### src/rtl/shift_pkg.sv
// Shared mode encodings for the universal shift register.
package shift_pkg;

    localparam int unsigned MODE_W = 3;

    localparam logic [MODE_W-1:0] MODE_HOLD = 3'b000;
    localparam logic [MODE_W-1:0] MODE_LOAD = 3'b001;
    localparam logic [MODE_W-1:0] MODE_SHL  = 3'b010;
    localparam logic [MODE_W-1:0] MODE_SHR  = 3'b011;
    localparam logic [MODE_W-1:0] MODE_ROTL = 3'b100;
    localparam logic [MODE_W-1:0] MODE_ROTR = 3'b101;
    localparam logic [MODE_W-1:0] MODE_CLR  = 3'b110;
    localparam logic [MODE_W-1:0] MODE_RSVD = 3'b111;

endpackage

### src/rtl/dff_ne_ar.sv
// Single-bit falling-edge D flip-flop with asynchronous active-low reset.
module dff_ne_ar (
    input  logic clk,
    input  logic rst_n,
    input  logic d,
    output logic q,
    output logic qnot
);

    always_ff @(negedge clk or negedge rst_n) begin
        if (!rst_n) begin
            q <= 1'b0;
        end else begin
            q <= d;
        end
    end

    // Complement tracks q continuously, so it reads all ones while in reset.
    assign qnot = ~q;

endmodule

### src/rtl/univ_shift_reg_ne.sv
// WIDTH-bit falling-edge universal shift register: hold, load, shift, rotate, clear.
module univ_shift_reg_ne
    import shift_pkg::*;
#(
    parameter int unsigned WIDTH = 4
) (
    input  logic              C,
    input  logic              RE,
    input  logic [MODE_W-1:0] MODE,
    input  logic [WIDTH-1:0]  D,
    input  logic              SI_L,
    input  logic              SI_R,
    output logic [WIDTH-1:0]  Q,
    output logic [WIDTH-1:0]  Qnot,
    output logic              SO_L,
    output logic              SO_R
);

    logic [WIDTH-1:0] q_next_c;

    // Next-state mux; reserved code falls through to hold.
    always_comb begin
        q_next_c = Q;
        case (MODE)
            MODE_LOAD: q_next_c = D;
            MODE_SHL:  q_next_c = {Q[WIDTH-2:0], SI_L};
            MODE_SHR:  q_next_c = {SI_R, Q[WIDTH-1:1]};
            MODE_ROTL: q_next_c = {Q[WIDTH-2:0], Q[WIDTH-1]};
            MODE_ROTR: q_next_c = {Q[0], Q[WIDTH-1:1]};
            MODE_CLR:  q_next_c = '0;
            default:   q_next_c = Q;
        endcase
    end

    for (genvar i = 0; i < WIDTH; i++) begin : g_bit
        dff_ne_ar u_dff (
            .clk   (C),
            .rst_n (RE),
            .d     (q_next_c[i]),
            .q     (Q[i]),
            .qnot  (Qnot[i])
        );
    end

    // Serial outputs show the bit about to leave, taken from current state.
    assign SO_L = Q[WIDTH-1];
    assign SO_R = Q[0];

endmodule

### config.mk
export PLATFORM = sky130hd
export DESIGN_NAME = univ_shift_reg_ne
export DESIGN_NICKNAME = d
export VERILOG_FILES = /design/src/rtl/shift_pkg.sv /design/src/rtl/dff_ne_ar.sv /design/src/rtl/univ_shift_reg_ne.sv
export SDC_FILE = /design/constraint.sdc
export NUM_CORES = 1
export LEC_CHECK = 0
export CAP_MARGIN = 10
export CORE_AREA = 2 2 39 41
export DETAILED_ROUTE_END_ITERATION = 10
export DIE_AREA = 0 0 41 43
export PLACE_DENSITY_LB_ADDON = 0.15
export SYNTH_ARGS = -nofsm -noshare
export SYNTH_HDL_FRONTEND = slang
export SYNTH_SLANG_ARGS = --single-unit
### constraint.sdc
create_clock -name C -period 1.15 [get_ports C]
set_input_delay 0.1725 -clock C [delete_from_list [all_inputs] [get_ports C]]
set_output_delay 0.1725 -clock C [all_outputs]
set_load 0.01 [all_outputs]
==> out/metrics.cfg, run 1 <==
[critical_path]
cpMostUsedCell=buf_6
worstPathArrival_ns=1.51
critical_path.cell_chain=buf_6 -> buf_6
critPathCaptureType=output pin
startpoint_type=flip-flop
max_stage_delay_ns=0.46
cpMaxStageDelayCell=dfrtn_1
path_class=flip-flop to output pin
crit_required_ns=0.98
path_max_fanout=4

[detailed_routing]
routedWlPerCell_um=11.77
wirelength_um=1248
drtPass1Iterations=4
first_iter_violations=8
drtAntennaViolNets=0
via_per_inst=4.821
vias=511
drc_errors=0

[finish]
max_flop_register=g_bit.u_dff.q
antenna_cells=0
fillCellCount=130
largest_register_ffs=4
multi_input_area_sq_um=296.5
fin_area_sq_um=812.0
stdcell_count=106
reg_top3=g_bit.u_dff.q: 4 flops
final_layout_size_suffix_gt1_share_pct=60.00
ff_latch_area_sq_um=100.1
finalNetCount=103
area_growth_pct=81.28

[placement]
post_dp_cell_area_sq_um=669.4
gp_congestion=0.8043
numPortBuffers=20
dp_cells=95
dp_hpwl_um=862

[synthesis]
synth.avg_cell_area_sq_um=7.592
synth-seq-cells=4
syn_nets=70
synth-simple-area-share_pct=20.67
synth_mux_area_share_pct=0
synthFlopType=dfrtn_1
ys_seq_area_share_pct=22.35
ys_async_sr_fraction_pct=100.0
ys_warn_count=0
synth_compound_area_share_pct=33.24
synth_top_family_by_area=compound AO/OA/AOI/OAI gates
syn_inst=59
ys_types=25
synthAdderAreaFrac_pct=0
synthXorXnorAreaFrac_pct=0
synth_edf_count=0
syn_area_sq_um=447.9

[timing]
setup_violations=14
finalClockSkew_ns=0.001904
maxSlewViolCount=0
hold_viol=0
grt_setup_unrepaired=yes
tightest_slew_ns=0.3338
timing.final.ws_setup_ns=-0.5276
slew_headroom_pct=77.66

[pwr]
powerDensity_mw_per_mm2=989.1
vdd_drop_max_mv=0.3265
total_leakage_power_nw=0.3936

[clocking]
h-tree-depth=1
clkTransAtPathRegs_ns=0.03
max-clock-path-buffers=2
cts-root-buf=clkbuf_4
cts_sinks=4
cts_made_buffers=3
cts_tree=done
cts_hold_buf=0
clock_latency_ns=0.25

[grt]
grt_max_degree=10
grt_use_total_pct=16.70
grt_pass1_wl_um=1987
antenna_found_initial=0
grt_overflow_total=0
grt_pass1_vias=467

[floorplanning]
std_cell_rows=14
top_level_ports=21
die_h_um=43
die_area_sq_mm=0.001763
dieWidth_um=41
coreArea_sq_mm=0.001384
start_util_pct=32.37

[run_status]
status=finished, violations left
violations=negative setup slack

[job]
maxCapViolCount=0

[hold_path]
hp-class=flip-flop to flip-flop

[layout by cell type (no fill, tap or decap), drive strengths merged]
cell type / count
clkdlybuf4s15: 1
clkbuf: 3
nand2: 9
and2: 1
a211oi: 3
nor3b: 1
a22oi: 1
nand2b: 2
clkdlybuf4s50: 2
dfrtn: 4
a21oi: 3
and2b: 1
inv: 4
nor2b: 1
o211ai: 2
o21ai: 6
o31ai: 2
a32oi: 2
dlygate4sd2: 2
buf: 33
a22o: 2
dlymetal6s2s: 2
nor2: 3
[power breakdown]
group          internal, W  switching (W)  leakage, nW  total, W
Combinational     0.000254       0.000181        0.329  0.000435
Clock             0.000117      0.0000643       0.0138  0.000182
Sequential        0.000164      0.0000227       0.0506  0.000187
Total             0.000535       0.000268        0.394  0.000803
[layout make-up]
| type | count | share of cell area, % |
|---|---|---|
| flip-flops and latches | 4 | 12.33 |
| multi-input cells | 39 | 36.52 |
| repair buffers | 40 | 44.07 |
| well taps | 16 | 2.465 |
| inverters | 4 | 1.849 |
| clock buffers | 3 | 2.773 |
[synthesized netlist by cell type, drive strengths merged (2+ instances only)]
library cell | n | area share [%]
nor2 | 3 | 2.5
a22o | 2 | 3.9
nand2 | 9 | 7.5
buf | 11 | 19
a21oi | 3 | 4.2
a211oi | 3 | 5.0
o211ai | 2 | 3.4
o21ai | 6 | 6.7
inv | 4 | 3.4
dfrtn | 4 | 22
nand2b | 2 | 3.4
a32oi | 2 | 3.9
o31ai | 2 | 4.5
[worst max-delay path, delay by kind of cell, from the launching register on]
kind	cells	cell delay [ns]
buffers and inverters	2	0.21
flip-flops	1	0.46
[worst paths after layout]
path	from	end	slack [ns]	cells past startpoint
worst min register to register	g_bit[0].u_dff.q$_DFFE_NN0P_	g_bit[0].u_dff.q$_DFFE_NN0P_	0.56	2
worst max-delay path	g_bit[0].u_dff.q$_DFFE_NN0P_	SO_R	-0.53	2
min in group asynchronous	RE	g_bit[3].u_dff.q$_DFFE_NN0P_	0.58	1
worst max register to register	g_bit[2].u_dff.q$_DFFE_NN0P_	g_bit[2].u_dff.q$_DFFE_NN0P_	-0.13	6
max in group asynchronous	RE	g_bit[1].u_dff.q$_DFFE_NN0P_	0.37	1
worst min-delay path	g_bit[0].u_dff.q$_DFFE_NN0P_	g_bit[0].u_dff.q$_DFFE_NN0P_	0.56	2
[per-layer routing]
| metal | part of all wire [%] | routed length, um | GRT usage, % |
|---|---|---|---|
| met5 | 0 | 0 | 0 |
| met4 | 4.1 | 51 | 14.67 |
| met3 | 3.0 | 38 | 0 |
| met2 | 49 | 617 | 23.75 |
| met1 | 43 | 541 | 22.01 |
[logic make-up (layout without fill, tap and decap cells)]
family                 after synthesis  count (layout)
AOI/OAI and AO/OA                   21              21
DFF                                  4               4
buffers and inverters               16              47
and+or+nand+nor                     18              18
[per-stage QoR]
| stage | setup TNS [ns] | hold slack, ns | power, W | utilization (%) | setup WS (ns) |
|---|---|---|---|---|---|
| floorplan | -3.363 | 0.3433 | 0.0004096 | - | -0.3308 |
| global placement | -9.437 | 0.6375 | 0.0005358 | 48.37 | -0.8863 |
| detailed placement | -9.523 | 0.6140 | 0.0005353 | 48.37 | -0.9468 |
| CTS | -5.529 | 0.5701 | 0.0007549 | 54.43 | -0.5352 |
| global route | -5.988 | 0.6023 | 0.0008493 | 58.68 | -0.5614 |
| finish | -5.495 | 0.5631 | 0.0008031 | 58.68 | -0.5276 |
[timing repair]
item	CTS	global route
gates resized for setup	73	12
setup endpoints to repair	14	14
gates cloned	1	0
setup buffers	5	2
pin swaps	13	5
(Power assumes the default switching activity.)
==> run 2, diff against run 1 <==
--- a/constraint.sdc
+++ b/constraint.sdc
@@ -3,2 +3,2 @@
 set_output_delay 0.1725 -clock C [all_outputs]
-set_load 0.01 [all_outputs]
+set_load 0.005 [all_outputs]
==> run 2 against run 1 <==
The flow still finishes with violations (negative setup slack); non-clock buffer count is 8 higher; setup slack better by 0.040 ns; wire length up 11%; final cell count grew 7.5%; worst hold slack improved by 0.036 ns; global-route usage grew 2.6 points; highest routed layer unchanged; critical endpoint is now Qnot[2]; first-iteration DRC count down 50%; die area did not move; critical path type unchanged; largest power group unchanged.
==> out/metrics.cfg, run 2 (synthesis gave the netlist of run 1 again) <==
[finish]
final_layout_size_suffix_gt1_share_pct=62.24  ; +2.2 points
final_cell_mix=buf_4 (21), buf_6 (14), nand2_1 (8)
largest_register_ffs=4  ; unchanged
antenna_cells=0  ; unchanged
reg_top3=g_bit.u_dff.q: 4 flops
stdcell_count=114  ; +7.5%
fillCellCount=120  ; -7.7%
final_common_cell=buf_4
multi_input_area_sq_um=289.0  ; -2.5%
fin_area_sq_um=869.6  ; +7.1%
area_growth_pct=94.13
finalNetCount=111  ; +7.8%
max_flop_register=g_bit.u_dff.q
ff_latch_area_sq_um=100.1  ; unchanged

[placement]
numPortBuffers=20  ; unchanged
dp_cells=97  ; +2.1%
dp_hpwl_um=956.6  ; +11%
gp_congestion=0.7810  ; -2.9%
post_dp_cell_area_sq_um=684.4  ; +2.2%

[grt]
grt_pass1_vias=531  ; +14%
grt_overflow_total=0  ; unchanged
antenna_found_initial=0  ; unchanged
grt_use_total_pct=19.26  ; +2.6 points
grt_max_degree=10  ; unchanged
grt_pass1_wl_um=2214  ; +11%

[run_status]
violations=negative setup slack
status=finished, violations left

[job]
maxCapViolCount=0  ; unchanged

[critical_path]
worstPathArrival_ns=1.47  ; -0.04 ns
startpoint_type=flip-flop
cp-startpoint=g_bit[2].u_dff.q$_DFFE_NN0P_
crit_required_ns=0.98  ; about the same
rr_startpoint=g_bit[3].u_dff.q$_DFFE_NN0P_
critPathCaptureType=output pin
path_class=flip-flop to output pin
path_max_fanout=2  ; -2

[clocking]
cts-root-buf=clkbuf_4
max-clock-path-buffers=2  ; unchanged
clock_latency_ns=0.24  ; about the same
h-tree-depth=1  ; unchanged
cts_made_buffers=3  ; unchanged
cts_tree=done
clkTransAtPathRegs_ns=0.03  ; about the same
cts_sinks=4  ; unchanged

[detailed_routing]
vias=557  ; +9.0%
drc_errors=0  ; unchanged
drtAntennaViolNets=0  ; unchanged
wirelength_um=1384  ; +11%
first_iter_violations=4  ; -4
drtPass1Iterations=2  ; -2
via_per_inst=4.886  ; +1.4%
routedWlPerCell_um=12.14  ; +3.1%

[timing]
finalClockSkew_ns=0.0001553  ; -0.001749 ns
setup_violations=14  ; unchanged
maxSlewViolCount=0  ; unchanged
grt_setup_unrepaired=yes
hold_viol=0  ; unchanged
slew_headroom_pct=80.00  ; +2.3 points
tightest_slew_ns=0.2989  ; -0.03494 ns
timing.final.ws_setup_ns=-0.4881  ; +0.03952 ns
holdWs_ns=0.5993  ; +0.03618 ns

[floorplanning]
start_util_pct=32.37  ; unchanged
std_cell_rows=14  ; unchanged
coreArea_sq_mm=0.001384  ; unchanged
die_area_sq_mm=0.001763  ; unchanged
top_level_ports=21  ; unchanged
die_h_um=43  ; unchanged
dieWidth_um=41  ; unchanged

[hold_path]
hp-class=input port to asynchronous set/reset pin

[pwr]
finalPower_w=0.0008178  ; +1.8%
powerDensity_mw_per_mm2=940.4  ; -4.9%
vdd_drop_max_mv=0.3863  ; +18%
total_leakage_power_nw=0.4127  ; +4.9%

## run 2: changes by cell type in the layout (fill, tap and decap cells not counted), moves of 2 or more
cell,previous run,this run
buf_4,13,21
o21ai_0,5,2
o21ai_1,0,3
dlygate4sd2_1,2,4
dlymetal6s2s_1,2,0
## run 2: cell type report
class / count / area share (%)
tap: 16 / 2.302
clock buffer: 3 / 2.590
timing repair buffer: 48 / 48.35
sequential: 4 / 11.51
inverter: 4 / 2.014
multi-input combinational: 39 / 33.24
## run 2: per-layer routing
| metal | share of wire [%] | vias to the layer above | wire length, um | global-route usage [%] |
|---|---|---|---|---|
| met3 | 4.6 | 4 | 63 | 1.571 |
| met2 | 58 | 16 | 807 | 35.31 |
| met4 | 2.0 | 0 | 27 | 12.00 |
| met5 | 0 | - | 0 | 0 |
| li1 | - | 280 | - | - |
| met1 | 35 | 257 | 486 | 18.59 |
## run 2: through the flow
step	utilization, %	TNS (ns)	worst slack (ns)
floorplan	-	-3.008	-0.3308
global placement	49.46	-8.883	-0.9081
detailed placement	49.46	-9.076	-0.9471
CTS	59.04	-5.412	-0.5003
global route	62.84	-5.859	-0.5257
finish	62.84	-5.366	-0.4881
## run 2: worst max-delay path, stage by stage (launching register included)
cell and delay [ns]:
dfrtn_1 0.41, buf_6 0.11, inv_4 0.03, buf_6 0.10
## run 2: what timing repair did
action / in CTS / in global routing
endpoints found under the setup margin: 14 / 14
gates resized for setup: 82 / 9
pin swaps: 16 / 5
hold buffers: 0 / 0
setup buffers: 14 / 3
## run 2: final timing paths
kind                                           endpoint  slack, ns  depth (start not counted)
min in group C             g_bit[0].u_dff.q$_DFFE_NN0P_       0.73                          3
hold reg to reg            g_bit[0].u_dff.q$_DFFE_NN0P_       0.73                          3
hold / removal             g_bit[1].u_dff.q$_DFFE_NN0P_       0.60                          1
max in group asynchronous  g_bit[3].u_dff.q$_DFFE_NN0P_       0.35                          1
setup reg to reg           g_bit[0].u_dff.q$_DFFE_NN0P_      -0.18                          7
setup / recovery                                Qnot[2]      -0.49                          3
## run 2: power by group
group | switching, W | internal, W
registers | 0.0000184 | 0.000165
clock network | 0.0000461 | 0.000116
logic | 0.000180 | 0.000293
total | 0.000244 | 0.000573
